### src/rtl/post_adder_carryout_if.sv
// Operand, enable and result bundle for the DSP48A1 post-adder / carry-out stage.
// The master side drives operands and enables; the slave side returns P, carry-out and valid.
interface post_adder_carryout_if;
    logic        CEP;
    logic        CECARRYIN;
    logic [7:0]  OPMODE;
    logic [47:0] X;
    logic [47:0] C;
    logic [47:0] PCIN;
    logic        CARRYIN_mux;
    logic        VALID_IN;
    logic [47:0] P;
    logic [47:0] PCOUT;
    logic        CARRYOUT;
    logic        CARRYOUTF;
    logic        VALID_OUT;

    modport master (
        output CEP, CECARRYIN, OPMODE, X, C, PCIN, CARRYIN_mux, VALID_IN,
        input  P, PCOUT, CARRYOUT, CARRYOUTF, VALID_OUT
    );

    modport slave (
        input  CEP, CECARRYIN, OPMODE, X, C, PCIN, CARRYIN_mux, VALID_IN,
        output P, PCOUT, CARRYOUT, CARRYOUTF, VALID_OUT
    );
endinterface

### src/rtl/post_adder_carryout.sv
// DSP48A1 post-adder/subtracter: Z-mux, 49-bit add/sub, optional P and carry-out registers.
// All registers share the asynchronous, active-high RSTCARRYIN domain.
module post_adder_carryout #(
    parameter bit PREG        = 1'b1,
    parameter bit CARRYOUTREG = 1'b1
) (
    input logic                   CLK,
    input logic                   RSTCARRYIN,
    post_adder_carryout_if.slave  bus
);

    logic [47:0] p_reg;
    logic        co_reg;
    logic        valid_reg;
    logic [47:0] z;
    logic [48:0] addend;
    logic [48:0] sum;
    logic        unused_opmode;

    assign unused_opmode = ^{bus.OPMODE[6:4], bus.OPMODE[1:0]};

    always_comb begin
        z = '0;
        case (bus.OPMODE[3:2])
            2'b00: z = '0;
            2'b01: z = bus.PCIN;
            // Feedback only exists when P is registered, so no combinational loop can form.
            2'b10: z = PREG ? p_reg : '0;
            2'b11: z = bus.C;
            default: z = '0;
        endcase
    end

    always_comb begin
        addend = {1'b0, bus.X} + {48'b0, bus.CARRYIN_mux};
        if (bus.OPMODE[7])
            sum = {1'b0, z} - addend;
        else
            sum = {1'b0, z} + addend;
    end

    always_ff @(posedge CLK or posedge RSTCARRYIN) begin
        if (RSTCARRYIN) begin
            p_reg     <= '0;
            co_reg    <= 1'b0;
            valid_reg <= 1'b0;
        end else begin
            if (bus.CEP) begin
                p_reg     <= sum[47:0];
                valid_reg <= bus.VALID_IN;
            end
            if (bus.CECARRYIN)
                co_reg <= sum[48];
        end
    end

    assign bus.P         = PREG ? p_reg : sum[47:0];
    assign bus.PCOUT     = bus.P;
    assign bus.CARRYOUT  = CARRYOUTREG ? co_reg : sum[48];
    assign bus.CARRYOUTF = bus.CARRYOUT;
    assign bus.VALID_OUT = PREG ? valid_reg : bus.VALID_IN;

endmodule

### src/flat_wrapper.sv
// flat-port wrapper written by rule: the top's interface ports become plain ports
module post_adder_carryout_flat 
#(
    parameter bit PREG        = 1'b1,
    parameter bit CARRYOUTREG = 1'b1
)
  (CLK, RSTCARRYIN, bus_CEP, bus_CECARRYIN, bus_OPMODE, bus_X, bus_C, bus_PCIN, bus_CARRYIN_mux, bus_VALID_IN, bus_P, bus_PCOUT, bus_CARRYOUT, bus_CARRYOUTF, bus_VALID_OUT);
  post_adder_carryout_if bus_i ();
  input logic CLK;
  input logic RSTCARRYIN;
  input wire logic [$bits(bus_i.CEP)-1:0] bus_CEP;
  input wire logic [$bits(bus_i.CECARRYIN)-1:0] bus_CECARRYIN;
  input wire logic [$bits(bus_i.OPMODE)-1:0] bus_OPMODE;
  input wire logic [$bits(bus_i.X)-1:0] bus_X;
  input wire logic [$bits(bus_i.C)-1:0] bus_C;
  input wire logic [$bits(bus_i.PCIN)-1:0] bus_PCIN;
  input wire logic [$bits(bus_i.CARRYIN_mux)-1:0] bus_CARRYIN_mux;
  input wire logic [$bits(bus_i.VALID_IN)-1:0] bus_VALID_IN;
  output wire logic [$bits(bus_i.P)-1:0] bus_P;
  output wire logic [$bits(bus_i.PCOUT)-1:0] bus_PCOUT;
  output wire logic [$bits(bus_i.CARRYOUT)-1:0] bus_CARRYOUT;
  output wire logic [$bits(bus_i.CARRYOUTF)-1:0] bus_CARRYOUTF;
  output wire logic [$bits(bus_i.VALID_OUT)-1:0] bus_VALID_OUT;
  assign bus_i.CEP = bus_CEP;
  assign bus_i.CECARRYIN = bus_CECARRYIN;
  assign bus_i.OPMODE = bus_OPMODE;
  assign bus_i.X = bus_X;
  assign bus_i.C = bus_C;
  assign bus_i.PCIN = bus_PCIN;
  assign bus_i.CARRYIN_mux = bus_CARRYIN_mux;
  assign bus_i.VALID_IN = bus_VALID_IN;
  assign bus_P = bus_i.P;
  assign bus_PCOUT = bus_i.PCOUT;
  assign bus_CARRYOUT = bus_i.CARRYOUT;
  assign bus_CARRYOUTF = bus_i.CARRYOUTF;
  assign bus_VALID_OUT = bus_i.VALID_OUT;
  post_adder_carryout #(.PREG(PREG), .CARRYOUTREG(CARRYOUTREG)) u_core (.CLK(CLK), .RSTCARRYIN(RSTCARRYIN), .bus(bus_i));
endmodule
### config.mk
export PLATFORM = sky130hd
export DESIGN_NAME = post_adder_carryout_flat
export DESIGN_NICKNAME = d
export VERILOG_FILES = /design/src/rtl/post_adder_carryout_if.sv /design/src/rtl/post_adder_carryout.sv /design/src/flat_wrapper.sv
export SDC_FILE = /design/constraint.sdc
export NUM_CORES = 1
export LEC_CHECK = 0
export ABC_CLOCK_PERIOD_IN_PS = 11200
export CAP_MARGIN = 20
export CORE_ASPECT_RATIO = 2
export CORE_MARGIN = 5
export CORE_UTILIZATION = 40
export DETAILED_ROUTE_END_ITERATION = 8
export GPL_TIMING_DRIVEN = 0
export PLACE_DENSITY = 0.78
export SLEW_MARGIN = 20
export SYNTH_ARGS = -nofsm -noshare
export SYNTH_HDL_FRONTEND = slang
export SYNTH_SLANG_ARGS = --single-unit
### constraint.sdc
create_clock -name CLK -period 11.2 [get_ports CLK]
set_input_delay 1.68 -clock CLK [delete_from_list [all_inputs] [get_ports CLK]]
set_output_delay 1.68 -clock CLK [all_outputs]
set_load 0.01 [all_outputs]
# Word-level counts from Yosys, hierarchy flattened
# Cells that the tools add are included.
# word_totals
elab_cells	12
ff_bits	50
out_inout_bits	99
in_bits	158
# op_classes
n_mux	2
n_addsub	3
reduce_logical	1
n_eq_ne	3
# ops
cell	count
$pmux W48 S4	1
$add A48 B1 Y49	1
$add A48 B49 Y49	1
$mux W49	1
$sub A48 B49 Y49	1
$eq A2 B2 Y1 const B	2
$eq A2 B1 Y1 const B	1
$logic_not A2 Y1	1

# Longest topological paths before layout
# logic_depth
ltp_word	4
mapped_depth	25
ltp_nobuf	24

# Worst setup path before layout
# Ideal clock, no wire load.
# synth_path
path_kind	input port to flip-flop
from	input port bus_CARRYIN_mux
to	register u_core.co_reg (netlist: u_core.bus.CARRYOUT)
t_arrival_ns	6.799
path_stages	23
slack_ns	4.263
required_ns	11.061
cell_sequence	ha_1 ha_1 buf_2 nand3_1 nor3_1 clkbuf_1 nand3_1 xnor2_1 and4bb_2 nand2_1 nor4b_1 a31oi_1 xnor2_1 ha_1 nand2_1 or4_1 a211oi_1 a2111oi_0 o31a_1 o31a_1 o211ai_1 o41ai_1 or4_1
# synth_between
elab_chain_len	3
elab_cells_between_ends	4
cone_classes	add/sub (3); mux (1)
# synth_rtl
element	line_no	rtl
start, declared	flat_wrapper.sv:17	input wire logic [$bits(bus_i.CARRYIN_mux)-1:0] bus_CARRYIN_mux;
$add A48 B1 Y49 *	post_adder_carryout.sv:35	addend = {1'b0, bus.X} + {48'b0, bus.CARRYIN_mux};
$add A48 B49 Y49 / $sub A48 B49 Y49 (equally long branches)	post_adder_carryout.sv:39, post_adder_carryout.sv:37	
$mux W49 *	post_adder_carryout.sv:36	if (bus.OPMODE[7])
end signal, assigned	post_adder_carryout.sv:53	co_reg <= sum[48];
end, declared	post_adder_carryout.sv:13	logic co_reg;
# Mark *: on every way between the ends. The rest lies on a longest branch, timed or not.
# A chain may end at the register's enable or synchronous reset.

# Worst setup path after layout
# Same ends and word-level chain as after synthesis.

==> flow_summary_export.csv <==
group,metric,value,unit
cts,cts_resized,0,
timing,skew,0.00912,ns
cts,clk_latency,0.30,ns
synth,ys_types,72,
global_route,grt_util_all_layers,26.1,%
setup_path,r2r-start,"u_core.bus.P[6]$_DFFE_PP0P_",
die,num_io_pins,257,
place,dpl_cell_area,11200,um2
cts,cts_tree,"done",
setup_path,arrival,8.67,ns
power,p_sw,726,uW
min_path,holdPathEnd,"u_core.bus.VALID_OUT$_DFFE_PP0P_",
synth,synth-seq-cells,50,
synth,synth_area,8470,um2
die,coreArea,20900,um2
timing,max_freq,0.118,GHz
cts,htreeDepth,2,
setup_path,slowest_stage,"a2111oi_0",
cells_and_area,antenna_cells,0,
timing,tightest_slew,1.14,ns
power,cellPowerDensity,156,nW/um2
timing,period_minus_slack,8.49,ns
setup_path,cp_num_buf_inv,3,
die,initial_core_util,40.5,%
synth,yosysWarnings,0,
setup_path,slowest_delay,0.79,ns
setup_path,cp.required,11.37,ns
place,post-place-ws,2.51,ns
timing,period_share,75.8,%
cts,cts_root_buf,"clkbuf_16",
cells_and_area,drive_gt1_share,12.7,%
cells_and_area,final_cell_mix,"clkdlybuf4s50_1 (243), xnor2_1 (85), mux2_2 (85)",
routing,wire_per_inst,20.9,um
cells_and_area,nets,1531,
power,leakagePower,0.00459,uW
setup_path,reg2reg_slack,6.56,ns
setup_path,start_kind,"primary input",
power,fin_total_pwr,1780,uW
global_route,grt_pass1_vias,9657,
timing,finalHoldViolations,0,
cells_and_area,layout_commonest_cell,"clkdlybuf4s50_1",
synth,ys.flop_type,"dfrtp_1",
place,gp_congestion,0.978,
cts,clock_path_buffers,2,
cells_and_area,final_area,11400,um2
routing,drt-initial-drc-count,372,
global_route,antenna_found_initial,0,
synth,synth_edf_count,0,
die,design.die.area,24400,um2
place,hpwl,28000,um
setup_path,rr_worst_depth,12,
cts,numClockSinks,50,
timing,setup_viol,0,
cts,numCtsBuffers,5,
timing,rsz0062_at_grt,"no",
die,fp.dieW,113,um
synth,syn_nets,1281,
timing,relSlewSlack,23.6,%
min_path,hp-class,"flop to flop",
min_path,min-delay-start,"u_core.bus.VALID_OUT$_DFFE_PP0P_",
cts,cts_hold_buf,0,
routing,drc,0,
power,switching_share,40.8,%
setup_path,worstPathCellList,"clkdlybuf4s50_1 -> ha_1 -> ha_1 -> buf_2 -> nand3_1 -> nor3_1 -> clkbuf_1 -> nand3_1 -> xnor2_1 -> and4bb_2 -> nand4_1 -> nor3_1 -> a21oi_1 -> xnor2_1 -> ha_1 -> a21o_1 -> nor3_1 -> o21ai_0 -> and3_1 -> a2111oi_0 -> o31a_1 -> o31a_1 -> o41ai_1 -> or4_1",
setup_path,cp_top_family,"simple AND/OR/NAND/NOR gates",
cells_and_area,areaGrowthSynthToFinish,34.5,%
synth,syn_inst,1070,
status,outcome,"finished, final reports clean",
timing,final.setup.worst_slack,2.71,ns
routing,drtPass1Iterations,5,
synth,ys_seq_area_share,14.8,%
die,row_count,75,
die,die_y,216,um
routing,num_vias,9357,
setup_path,r2r-end,"u_core.bus.P[37]$_DFFE_PP0P_",
place,io_buffer_count,243,
setup_path,worstSetupEndpointType,"flop",
power,p_int,1050,uW
power,p_seq_share,20.7,%
synth,avgSynthCellArea,7.92,um2
power,ir_drop,124,uV
global_route,grt_pass1_wl,50700,um
setup_path,crit_path_max_fanout,10,
global_route,gr-total-overflow,0,
power,comb_power_share,69.9,%
setup_path,critical_path_class,"primary input to flop",
routing,wirelength,33200,um
timing,finalMaxSlewViolations,0,
timing,finalSetupTns,0,ns
cts,clkTransAtPathRegs,0.08,ns
power,p_clk_share,9.5,%
global_route,grt_max_degree,51,
cts,cts_setup_buffers,0,
routing,antenna_left,0,
min_path,whs_path_depth,1,
synth,synthArstFlopShare,100,%
routing,viasPerCell,5.88,
job,maxCapViolCount,0,
[flip-flops by register name, summed over array words and instances (netlist names)]
name,cells
u_core.bus.CARRYOUT,1
u_core.bus.P,48
u_core.bus.VALID_OUT,1
[metrics by stage]
step / cells / utilization (%) / hold slack, ns
2_1_floorplan: 1070 / - / 0.551
3_3_place_gp: 1582 / 53.7 / 0.506
3_5_place_dp: 1582 / 53.7 / 0.521
4_1_cts: 1590 / 54.5 / 0.539
5_1_grt: 1590 / 54.5 / 0.559
6_report: 1590 / 54.5 / 0.530
[layout make-up]
class / count / area, um2
inverters: 22 / 85.1
fillers: 2014 / 9530
clock buffers: 6 / 139
plain buffers: 104 / 598
flip-flops and latches: 50 / 1250
multi-input cells: 894 / 6540
well taps: 269 / 337
clock inverters: 2 / 16.3
repair buffers: 243 / 2430
[synth_stat cells, drive strengths merged (2+ instances only)]
master / count / share of area (%)
a311oi: 3 / 0.31
clkbuf: 34 / 1.5
nand3b: 3 / 0.27
a31oi: 11 / 0.81
nor3: 34 / 2.0
xnor2: 85 / 8.8
nor2: 74 / 3.5
o21ai: 35 / 2.1
mux2: 85 / 11
a22oi: 4 / 0.35
ha: 52 / 7.7
o2111ai: 3 / 0.31
dfrtp: 50 / 15
o21bai: 10 / 0.89
xor2: 48 / 5.0
and2: 9 / 0.66
o21a: 8 / 0.71
a22o: 47 / 4.9
nor4: 10 / 0.74
o31ai: 8 / 0.71
inv: 22 / 0.97
a21o: 25 / 2.2
nand2: 65 / 2.9
a21oi: 81 / 4.8
a2111oi: 3 / 0.55
and4: 9 / 0.93
a21boi: 2 / 0.18
nor3b: 2 / 0.18
nand3: 48 / 2.8
o211ai: 4 / 0.35
nor4b: 2 / 0.21
a211oi: 13 / 1.3
buf: 70 / 5.6
or3: 5 / 0.37
nand4: 28 / 2.2
a31o: 3 / 0.31
and3: 19 / 1.4
mux2i: 7 / 0.83
or3b: 2 / 0.21
or4: 7 / 0.62
a211o: 2 / 0.21
o31a: 4 / 0.41
nor2b: 7 / 0.52
nand2b: 8 / 0.59
[power groups by stage]
stage,Combinational [uW],Clock (uW),Sequential (uW)
4_1_cts,1250,170,369
3_5_place_dp,1240,0,371
2_1_floorplan,661,0,379
6_report,1240,168,368
3_3_place_gp,1230,0,368
5_1_grt,1330,177,383
[layer usage]
metal  vias up  global-route usage [%]  wire length [um]
li1       4415                       -                 -
met3       145                    2.89              1360
met4         0                    18.5              2760
met1      4433                    23.5             10500
met2       364                    51.8             18600
met5         -                       0                 0
[kinds of logic after synthesis]
family | after synthesis | share of synthesized area, %
fa+ha+maj | 53 | 7.91
xor+xnor | 133 | 13.7
flops | 50 | 14.8
compound gates | 281 | 23.0
mux | 92 | 12.1
simple gates | 335 | 20.4
buf+inv | 126 | 8.03
[worst max path at each step]
stage | startpoint | slack [ns] | depth (start not counted) | end
5_1_grt | bus_CARRYIN_mux | 2.30 | 23 | u_core.bus.CARRYOUT$_DFFE_PP0P_
3_5_place_dp | bus_CARRYIN_mux | 2.51 | 24 | u_core.bus.CARRYOUT$_DFFE_PP0P_
2_1_floorplan | bus_CARRYIN_mux | 4.26 | 23 | u_core.bus.CARRYOUT$_DFFE_PP0P_
4_1_cts | bus_CARRYIN_mux | 2.81 | 24 | u_core.bus.CARRYOUT$_DFFE_PP0P_
6_report | bus_CARRYIN_mux | 2.71 | 24 | u_core.bus.CARRYOUT$_DFFE_PP0P_
3_3_place_gp | bus_CARRYIN_mux | 2.61 | 24 | u_core.bus.CARRYOUT$_DFFE_PP0P_
Power figures use the tool's default switching activity.
